## src/rtl/controle_contador.sv

```systemverilog
`default_nettype none
// ============================================================================
// Module      : controle_contador
// Description : Programmable modulo-N counter with a run-control FSM
//               (IDLE / RUN / HOLD / DONE). Supports up/down counting,
//               preset loading, one-shot or continuous wrap-around, and
//               exposes terminal-count and status flags for cascading.
//               All state updates happen on the falling edge of clk.
// Ports       : clk     - clock (falling-edge active)
//               clr     - asynchronous active-low reset
//               start   - begin / resume / restart counting (level)
//               stop    - pause, or abort to idle (level)
//               load    - load preset value into the count (level)
//               up      - direction, 1 = up, 0 = down
//               cont    - 1 = continuous wrap-around, 0 = one-shot
//               modulo  - count range 0..modulo-1 (0 means 2^WIDTH)
//               preset  - value for load and restart (clamped to last)
//               q       - current count (registered)
//               tc      - terminal count flag (RUN and q at terminal)
//               busy    - high in RUN or HOLD
//               done    - high in DONE
// Revision    : 1.0 - initial release
// ============================================================================
module controle_contador #(
    parameter int WIDTH = 4
) (
    input  logic             clk,
    input  logic             clr,
    input  logic             start,
    input  logic             stop,
    input  logic             load,
    input  logic             up,
    input  logic             cont,
    input  logic [WIDTH-1:0] modulo,
    input  logic [WIDTH-1:0] preset,
    output logic [WIDTH-1:0] q,
    output logic             tc,
    output logic             busy,
    output logic             done
);

    typedef enum logic [1:0] {
        S_IDLE = 2'd0,
        S_RUN  = 2'd1,
        S_HOLD = 2'd2,
        S_DONE = 2'd3
    } state_t;

    localparam logic [WIDTH-1:0] C_ONE = {{(WIDTH-1){1'b0}}, 1'b1};

    state_t           r_state;
    state_t           w_state_nxt;
    logic [WIDTH-1:0] r_q;
    logic [WIDTH-1:0] w_q_nxt;
    logic [WIDTH-1:0] w_last;
    logic [WIDTH-1:0] w_pv;
    logic [WIDTH-1:0] w_term;
    logic             w_at_term;
    logic             w_out_of_range;

    // Modulo of zero wraps naturally to all ones, giving the full 2^WIDTH range.
    assign w_last         = modulo - C_ONE;
    assign w_pv           = (preset <= w_last) ? preset : w_last;
    assign w_term         = up ? w_last : '0;
    assign w_at_term      = (r_q == w_term);
    // Only reachable when modulo shrinks while a count is in progress.
    assign w_out_of_range = (r_q > w_last);

    // State and count register, falling-edge clocked.
    always_ff @(negedge clk or negedge clr) begin
        if (!clr) begin
            r_state <= S_IDLE;
            r_q     <= '0;
        end else begin
            r_state <= w_state_nxt;
            r_q     <= w_q_nxt;
        end
    end

    always_comb begin
        w_state_nxt = r_state;
        w_q_nxt     = r_q;
        unique case (r_state)
            S_IDLE: begin
                if (load) begin
                    w_q_nxt = w_pv;
                end else if (start) begin
                    w_state_nxt = S_RUN;
                end
            end
            S_RUN: begin
                if (stop) begin
                    w_state_nxt = S_HOLD;
                end else if (load) begin
                    w_q_nxt = w_pv;
                end else if (w_out_of_range) begin
                    // Pull back into range; counts as an ordinary step.
                    w_q_nxt = up ? w_last : '0;
                end else if (w_at_term) begin
                    if (cont) begin
                        w_q_nxt = up ? '0 : w_last;
                    end else begin
                        w_state_nxt = S_DONE;
                    end
                end else begin
                    w_q_nxt = up ? (r_q + C_ONE) : (r_q - C_ONE);
                end
            end
            S_HOLD: begin
                if (stop) begin
                    w_state_nxt = S_IDLE;
                end else if (load) begin
                    w_q_nxt = w_pv;
                end else if (start) begin
                    w_state_nxt = S_RUN;
                end
            end
            S_DONE: begin
                if (stop) begin
                    w_state_nxt = S_IDLE;
                end else if (load) begin
                    w_q_nxt     = w_pv;
                    w_state_nxt = S_IDLE;
                end else if (start) begin
                    w_q_nxt     = w_pv;
                    w_state_nxt = S_RUN;
                end
            end
            default: begin
                w_state_nxt = S_IDLE;
            end
        endcase
    end

    assign q    = r_q;
    assign tc   = (r_state == S_RUN) && w_at_term;
    assign busy = (r_state == S_RUN) || (r_state == S_HOLD);
    assign done = (r_state == S_DONE);

endmodule
`default_nettype wire

```

## config.mk

```make
export PLATFORM = sky130hd
export DESIGN_NAME = controle_contador
export DESIGN_NICKNAME = d
export VERILOG_FILES = /design/src/rtl/controle_contador.sv
export SDC_FILE = /design/constraint.sdc
export NUM_CORES = 1
export LEC_CHECK = 0
export CAP_MARGIN = 5
export CORE_ASPECT_RATIO = 1.4
export CORE_MARGIN = 1
export CORE_UTILIZATION = 42
export DETAILED_ROUTE_END_ITERATION = 8
export PLACE_DENSITY_LB_ADDON = 0.25
export SLEW_MARGIN = 20
export SYNTH_ARGS = -nofsm -noshare
export SYNTH_HDL_FRONTEND = slang
export SYNTH_SLANG_ARGS = --single-unit
```

## constraint.sdc

```tcl
create_clock -name clk -period 5.7 [get_ports clk]
set_input_delay 0.57 -clock clk [delete_from_list [all_inputs] [get_ports clk]]
set_output_delay 0.57 -clock clk [all_outputs]
set_load 0.03 [all_outputs]
```

# ---- Word level (Yosys, flattened, before mapping)
# Cells that the tools add are included.
dict set report word_totals {
  reg_bits 6
  word_cells 51
  n_memories 0
  ramBits 0
  latchBits 0
  inputBits 15
  romBits 0
}
dict set report classes {
  bitwise 0
  n_mux 26
  n_shift 0
  div 0
  mul 0
  n_eq_ne 13
  addsub 3
  n_lt_le_gt_ge 2
  n_reduce_logical 5
}
# op n
set op_table {}
lappend op_table {{$mux 4} 14}
lappend op_table {{$mux 2} 10}
lappend op_table {{$pmux 4 s4} 1}
lappend op_table {{$ne 3x3->1 const B} 5}
lappend op_table {{$pmux 2 s4} 1}
lappend op_table {{$sub 4x1->4 const B} 2}
lappend op_table {{$ne 2x2->1 const B} 3}
lappend op_table {{$ne 5x5->1 const B} 1}
lappend op_table {{$reduce_and 5->1} 1}
lappend op_table {{$add 4x1->4 const B} 1}
lappend op_table {{$eq 2x2->1 const B} 2}
lappend op_table {{$eq 4x4->1} 1}
lappend op_table {{$gt 4x4->1} 1}
lappend op_table {{$le 4x4->1} 1}
lappend op_table {{$reduce_and 4->1} 1}
lappend op_table {{$eq 2x1->1 const B} 1}
lappend op_table {{$logic_not 2->1} 1}
lappend op_table {{$logic_and 1x1->1} 1}
lappend op_table {{$logic_or 1x1->1} 1}

# ---- Longest topological paths before layout
# Gate-level depths: netlist (run 1).
dict set report depth {
  ltp_word 8
  mapped_depth 10
}

==> flow_summary_export.csv, run 1 <==
group,metric,value,unit
status,status,"finished clean",
yosys,synth_nets,162,
finish,drive_above_1_share,31.7,%
clock_tree,cts_tree,"yes",
floorplanning,core_area,0.00244,mm^2
timing,finalSetupTns,0,ns
routing,drtPass1Iterations,4,
timing,setup_viol,0,
critical_path,crit_required,2.95,ns
yosys,yosys_register_bits,6,
timing,skew,0.00488,ns
finish,n_fill_cell,203,
clock_tree,clk_latency,0.26,ns
finish,area_delta_synth_final,53.8,%
clock_tree,ctsHtreeMaxLevel,1,
timing,rsz0062_at_grt,"false",
grt,antenna_found_initial,0,
power_and_ir_drop,power_density,429,mW/mm^2
floorplanning,initial_core_util,45.3,%
timing,maxSlewViolCount,0,
worst_hold_path,hold_path_class,"flop to flop",
clock_tree,clk_pin_slew,0.04,ns
job,drv_cap,0,
grt,gr-total-overflow,0,
floorplanning,die_y,62.7,um
yosys,syn-instance-count,132,
finish,stdcell_area,0.00170,mm^2
yosys,yosys_warnings,0,
grt,grt_pass1_wl,5310,um
timing,fin_ws,0.103,ns
power_and_ir_drop,leakagePower,0.000732,uW
place,gp_congestion,0.966,
yosys,syn_area,0.00111,mm^2
yosys,synthFlopType,"dfrtn_1",
clock_tree,clock_sinks,6,
routing,routed_via_density,5.80,
routing,drc,0,
critical_path,reg2reg_from,"q[0]",
timing,worstMarginPinSlew,0.429,ns
yosys,yosysTopAreaCellShare,15.8,%
grt,grt_pass1_vias,1238,
grt,track_usage,25.0,%
place,dpl_cell_area,0.00165,mm^2
place,place_hpwl,2700,um
yosys,yosys.area.top_type,"ha_1",
floorplanning,rows,21,
grt,grt_max_degree,15,
yosys,synth.distinct_cells,55,
routing,postRouteAntennaNets,0,
clock_tree,cts_root_buf,"clkbuf_4",
place,numPortBuffers,21,
clock_tree,cts_setup_buffers,0,
worst_hold_path,hp-start,"r_state[1]",
routing,wl_per_cell,15.1,um
floorplanning,die_w,45.4,um
yosys,async_flop_share,100,%
finish,nNetsFinal,218,
place,preCtsSetupSlack,-0.477,ns
yosys,synth-edff-count,0,
critical_path,crit_start,"modulo[0]",
routing,drt_iter0_markers,18,
finish,fin_util,69.6,%
timing,hold_viol,0,
floorplanning,pin_count,22,
floorplanning,fp.dieArea,0.00285,mm^2
clock_tree,ctsHoldBuffers,0,
timing,slew_headroom,71.2,%
finish,seqCellArea,150,um^2
clock_tree,cts-buffers-inserted,3,
power_and_ir_drop,irDropWorstVdd,0.295,mV
critical_path,cp-start-kind,"input pin",
critical_path,cp_max_fo,3,
critical_path,crit_type,"input pin to flop",
yosys,synth_seq_area_share,13.6,%
finish,diodes,0,
routing,vias,1276,
yosys,synth_area_leaders,"ha_1 16%, dfrtn_1 14%, a21oi_1 3.6%",
routing,routed_wirelength,3310,um
critical_path,endpoint_kind,"flop",
critical_path,arrival,2.85,ns
finish,multi_input_area,986,um^2
yosys,avgSynthCellArea,8.38,um^2
clock_tree,clockBufferDepth,2,
logic make-up after synthesis:
kind of cell	after synthesis	share of synthesized area [%]
buffers and inverters	14	4.86
AO/OA/AOI/OAI	44	30.8
multiplexers	5	4.64
flip-flops	6	13.6
adder cells (fa/ha/maj)	16	18.7
XOR/XNOR	5	4.64
AND/OR/NAND/NOR	42	22.9
worst paths after layout:
kind	endpoint	slack [ns]	cells after the start
max	q[3]	0.10	11
min	r_state[1]	0.58	2
max reg2reg	q[3]	3.16	9
min reg2reg	r_state[1]	0.58	2
max in group asynchronous	q[1]	2.16	1
min in group asynchronous	r_state[0]	3.29	1
state kept, by name, summed over array words and instances (netlist names):
signal,count
r_state,2
q,4
cells in the mapped netlist, drive strengths merged (2+ instances only):
cell and n:
nor3b 2, nand3b 2, mux2i 4, xnor2 2, ha 14, nand2 6
xor2 3, a32oi 4, a31oi 2, nor2b 2, or3 3, or2 3
o21ai 3, a21oi 8, nor3 2, dfrtn 6, o21bai 2, and2 3
a211oi 4, o211ai 3, inv 11, a21o 3, nand4 2, nor2 10
o311ai 3
stage by stage:
stage | hold WS [ns] | cells | power, uW
after global routing | 0.587 | 220 | 787
after floorplan | 0.488 | 132 | 426
after global placement | 0.552 | 217 | 646
after detailed placement | 0.585 | 217 | 664
after CTS | 0.584 | 220 | 719
final | 0.582 | 220 | 730
worst max-delay path, cell delays in order:
cell           delay, ns
dlygate4sd2_1       0.26
clkinvlp_4          0.12
ha_4                0.18
xnor2_4             0.13
ha_4                0.29
and3_4              0.18
a21oi_2             0.04
maj3_2              0.35
nor4_4              0.23
a21o_1              0.20
mux2_4              0.30
report_power, final:
part | internal, uW | switching, uW
Sequential | 64.5 | 29.2
Clock | 23.8 | 15.6
Combinational | 292 | 306
Total | 380 | 351
routing by layer:
metal / share of wire (%) / routed length, um / vias to the layer above / GRT usage [%]
li1: - / - / 617 / -
met1: 39 / 1290 / 605 / 26.5
met2: 54 / 1790 / 41 / 46.7
met3: 3.6 / 120 / 13 / 3.47
met4: 3.3 / 110 / 0 / 9.09
met5: 0 / 0 / - / 0
placed cells by master (no fill, tap or decap), types with 3 or more instances in the layout:
cell	synthesis	layout
a211oi_1	4	4
o211ai_1	3	3
ha_1	14	12
o21ai_0	3	3
buf_4	0	32
inv_1	10	8
or2_2	3	3
nor2_1	10	10
clkbuf_4	0	3
dfrtn_1	6	6
a21oi_1	8	6
nand2_1	6	6
clkdlybuf4s50_1	0	17
a32oi_1	4	4
mux2i_1	4	4
or3_1	3	3
a21o_1	3	3
timing repair:
action / in CTS / in global routing
resized for setup: 10 / 3
setup endpoints to repair: 7 / 6
pin swaps: 6 / 1
cell type report:
| type | count | share of cell area [%] |
|---|---|---|
| timing repair buffer | 53 | 26.5 |
| sequential | 6 | 8.82 |
| inverter | 12 | 2.87 |
| multi-input combinational | 112 | 57.9 |
| tap | 34 | 2.50 |
| clock buffer | 3 | 1.32 |
(Power assumes the default switching activity.)
==> run 2, diff against run 1 <==
--- a/config.mk
+++ b/config.mk
@@ -10,6 +10,7 @@
 export CORE_MARGIN = 1
 export CORE_UTILIZATION = 42
 export DETAILED_ROUTE_END_ITERATION = 8
+export GPL_ROUTABILITY_DRIVEN = 0
 export PLACE_DENSITY_LB_ADDON = 0.25
 export SLEW_MARGIN = 20
 export SYNTH_ARGS = -nofsm -noshare
==> run 2 against run 1 <==
  * Setup slack gained 0.0065 ns
  * Clock skew shrank 0.0043 ns
  * Highest routed layer unchanged
  * Final cell count shrank 0.45%
  * Combinational power is essentially flat
  * Wire length grew 2.8%
  * Critical path type unchanged
  * Design area shrank 1.3%
  * Total power shrank 0.45%
==> flow_summary_export.csv, run 2 (same netlist as run 1, synthesis figures left out) <==
group,metric,value,unit
routing,vias,1253,
timing,skew,0.000565,ns
timing,setup_viol,0,
timing,slew_headroom,69.8,%
finish,n_fill_cell,196,
power_and_ir_drop,irDropWorstVdd,0.269,mV
floorplanning,pin_count,22,
critical_path,cp-start-kind,"input pin",
status,status,"finished clean",
finish,largest_register_ff_count,4,
finish,final_common_cell,"buf_4",
place,dpl.cell_count,215,
routing,drt_iter0_markers,19,
grt,gr-total-overflow,0,
routing,drtPass1Iterations,4,
timing,whs,0.584,ns
floorplanning,rows,21,
finish,nNetsFinal,217,
grt,grt_pass1_vias,1279,
finish,fin_util,68.7,%
critical_path,cp_max_fo,3,
job,drv_cap,0,
finish,drive_above_1_share,31.9,%
grt,track_usage,25.6,%
clock_tree,ctsHtreeMaxLevel,1,
critical_path,arrival,2.82,ns
routing,drc,0,
clock_tree,cts-buffers-inserted,3,
clock_tree,clk_pin_slew,0.04,ns
critical_path,crit_required,2.92,ns
critical_path,endpoint_kind,"flop",
floorplanning,fp.dieArea,0.00285,mm^2
power_and_ir_drop,power,727,uW
routing,postRouteAntennaNets,0,
timing,worstMarginPinSlew,0.451,ns
power_and_ir_drop,power_density,433,mW/mm^2
floorplanning,core_area,0.00244,mm^2
routing,routed_via_density,5.72,
routing,routed_wirelength,3410,um
finish,mostFrequentLayoutCells,"31 x buf_4, 17 x clkdlybuf4s50_1, 12 x ha_1, 10 x nor2_1, 8 x inv_1",
power_and_ir_drop,leakagePower,0.000721,uW
clock_tree,cts_root_buf,"clkbuf_4",
clock_tree,clock_sinks,6,
critical_path,crit_type,"input pin to flop",
grt,grt_pass1_wl,5510,um
clock_tree,cts_tree,"yes",
place,place_hpwl,2810,um
timing,hold_viol,0,
routing,wl_per_cell,15.5,um
finish,area_delta_synth_final,51.8,%
floorplanning,die_y,62.7,um
place,dpl_cell_area,0.00163,mm^2
grt,grt_max_degree,15,
grt,antenna_found_initial,0,
clock_tree,ctsHoldBuffers,0,
timing,rsz0062_at_grt,"false",
finish,stdcell_count,219,
timing,maxSlewViolCount,0,
clock_tree,clockBufferDepth,2,
floorplanning,die_w,45.4,um
clock_tree,clk_latency,0.25,ns
worst_hold_path,hold_path_class,"flop to flop",
finish,diodes,0,
finish,stdcell_area,0.00168,mm^2
floorplanning,initial_core_util,45.3,%
place,numPortBuffers,21,
[run 2: final cells by class]
cell class | count | area, um^2 | share of cell area [%]
sequential | 6 | 150 | 8.94
inverter | 12 | 48.8 | 2.91
multi-input combinational | 112 | 981 | 58.4
tap | 34 | 42.5 | 2.53
clock buffer | 3 | 22.5 | 1.34
timing repair buffer | 52 | 434 | 25.9
[run 2: per-stage QoR]
step | setup WS [ns] | setup TNS (ns)
after global placement | -0.414 | -2.17
after floorplan | -0.0228 | -0.0228
after detailed placement | -0.502 | -2.57
after CTS | 0.00182 | 0
final | 0.110 | 0
after global routing | 0.0124 | 0
[run 2: power by group]
part | switching (uW) | internal [uW]
sequential | 29.3 | 64.5
clock | 15.1 | 23.8
combinational | 305 | 290
[run 2: critical path, stage by stage]
cell,delay (ns)
dlygate4sd2_1,0.26
clkinvlp_4,0.12
ha_4,0.18
xnor2_4,0.13
ha_4,0.29
and3_4,0.18
a21oi_2,0.04
maj3_2,0.33
buf_4,0.15
a221oi_2,0.28
or2_2,0.17
a32oi_1,0.10
[run 2: path summary, 6_finish.rpt]
check	start	end	slack [ns]	cells after the start
worst min-delay path	r_state[0]	r_state[0]	0.58	1
min in group asynchronous	clr	q[0]	3.29	1
worst max-delay path	modulo[0]	q[0]	0.11	12
worst max register to register	q[0]	q[0]	3.19	10
worst min register to register	r_state[0]	r_state[0]	0.58	1
max in group asynchronous	clr	r_state[1]	2.17	1
[run 2: per-layer routing]
metal | up-vias | GRT usage, % | share of wire (%)
li1 | 614 | - | -
met1 | 603 | 28.4 | 40
met2 | 30 | 47.5 | 54
met3 | 6 | 1.73 | 3.5
met4 | 0 | 9.85 | 2.1
met5 | - | 0 | 0
[run 2: timing repair]
action	in CTS	in global routing
pin swaps	6	2
buffers inserted	0	1
resized for setup	12	3
endpoints found under the setup margin	7	2
gates cloned	0	0
==> run 3, diff against run 2 <==
--- a/config.mk
+++ b/config.mk
@@ -12,7 +12,6 @@
 export DETAILED_ROUTE_END_ITERATION = 8
 export GPL_ROUTABILITY_DRIVEN = 0
 export PLACE_DENSITY_LB_ADDON = 0.25
-export SLEW_MARGIN = 20
 export SYNTH_ARGS = -nofsm -noshare
 export SYNTH_HDL_FRONTEND = slang
 export SYNTH_SLANG_ARGS = --single-unit
==> results of run 3 <==
Final layout, timing and power as in run 2 (identical DEF).
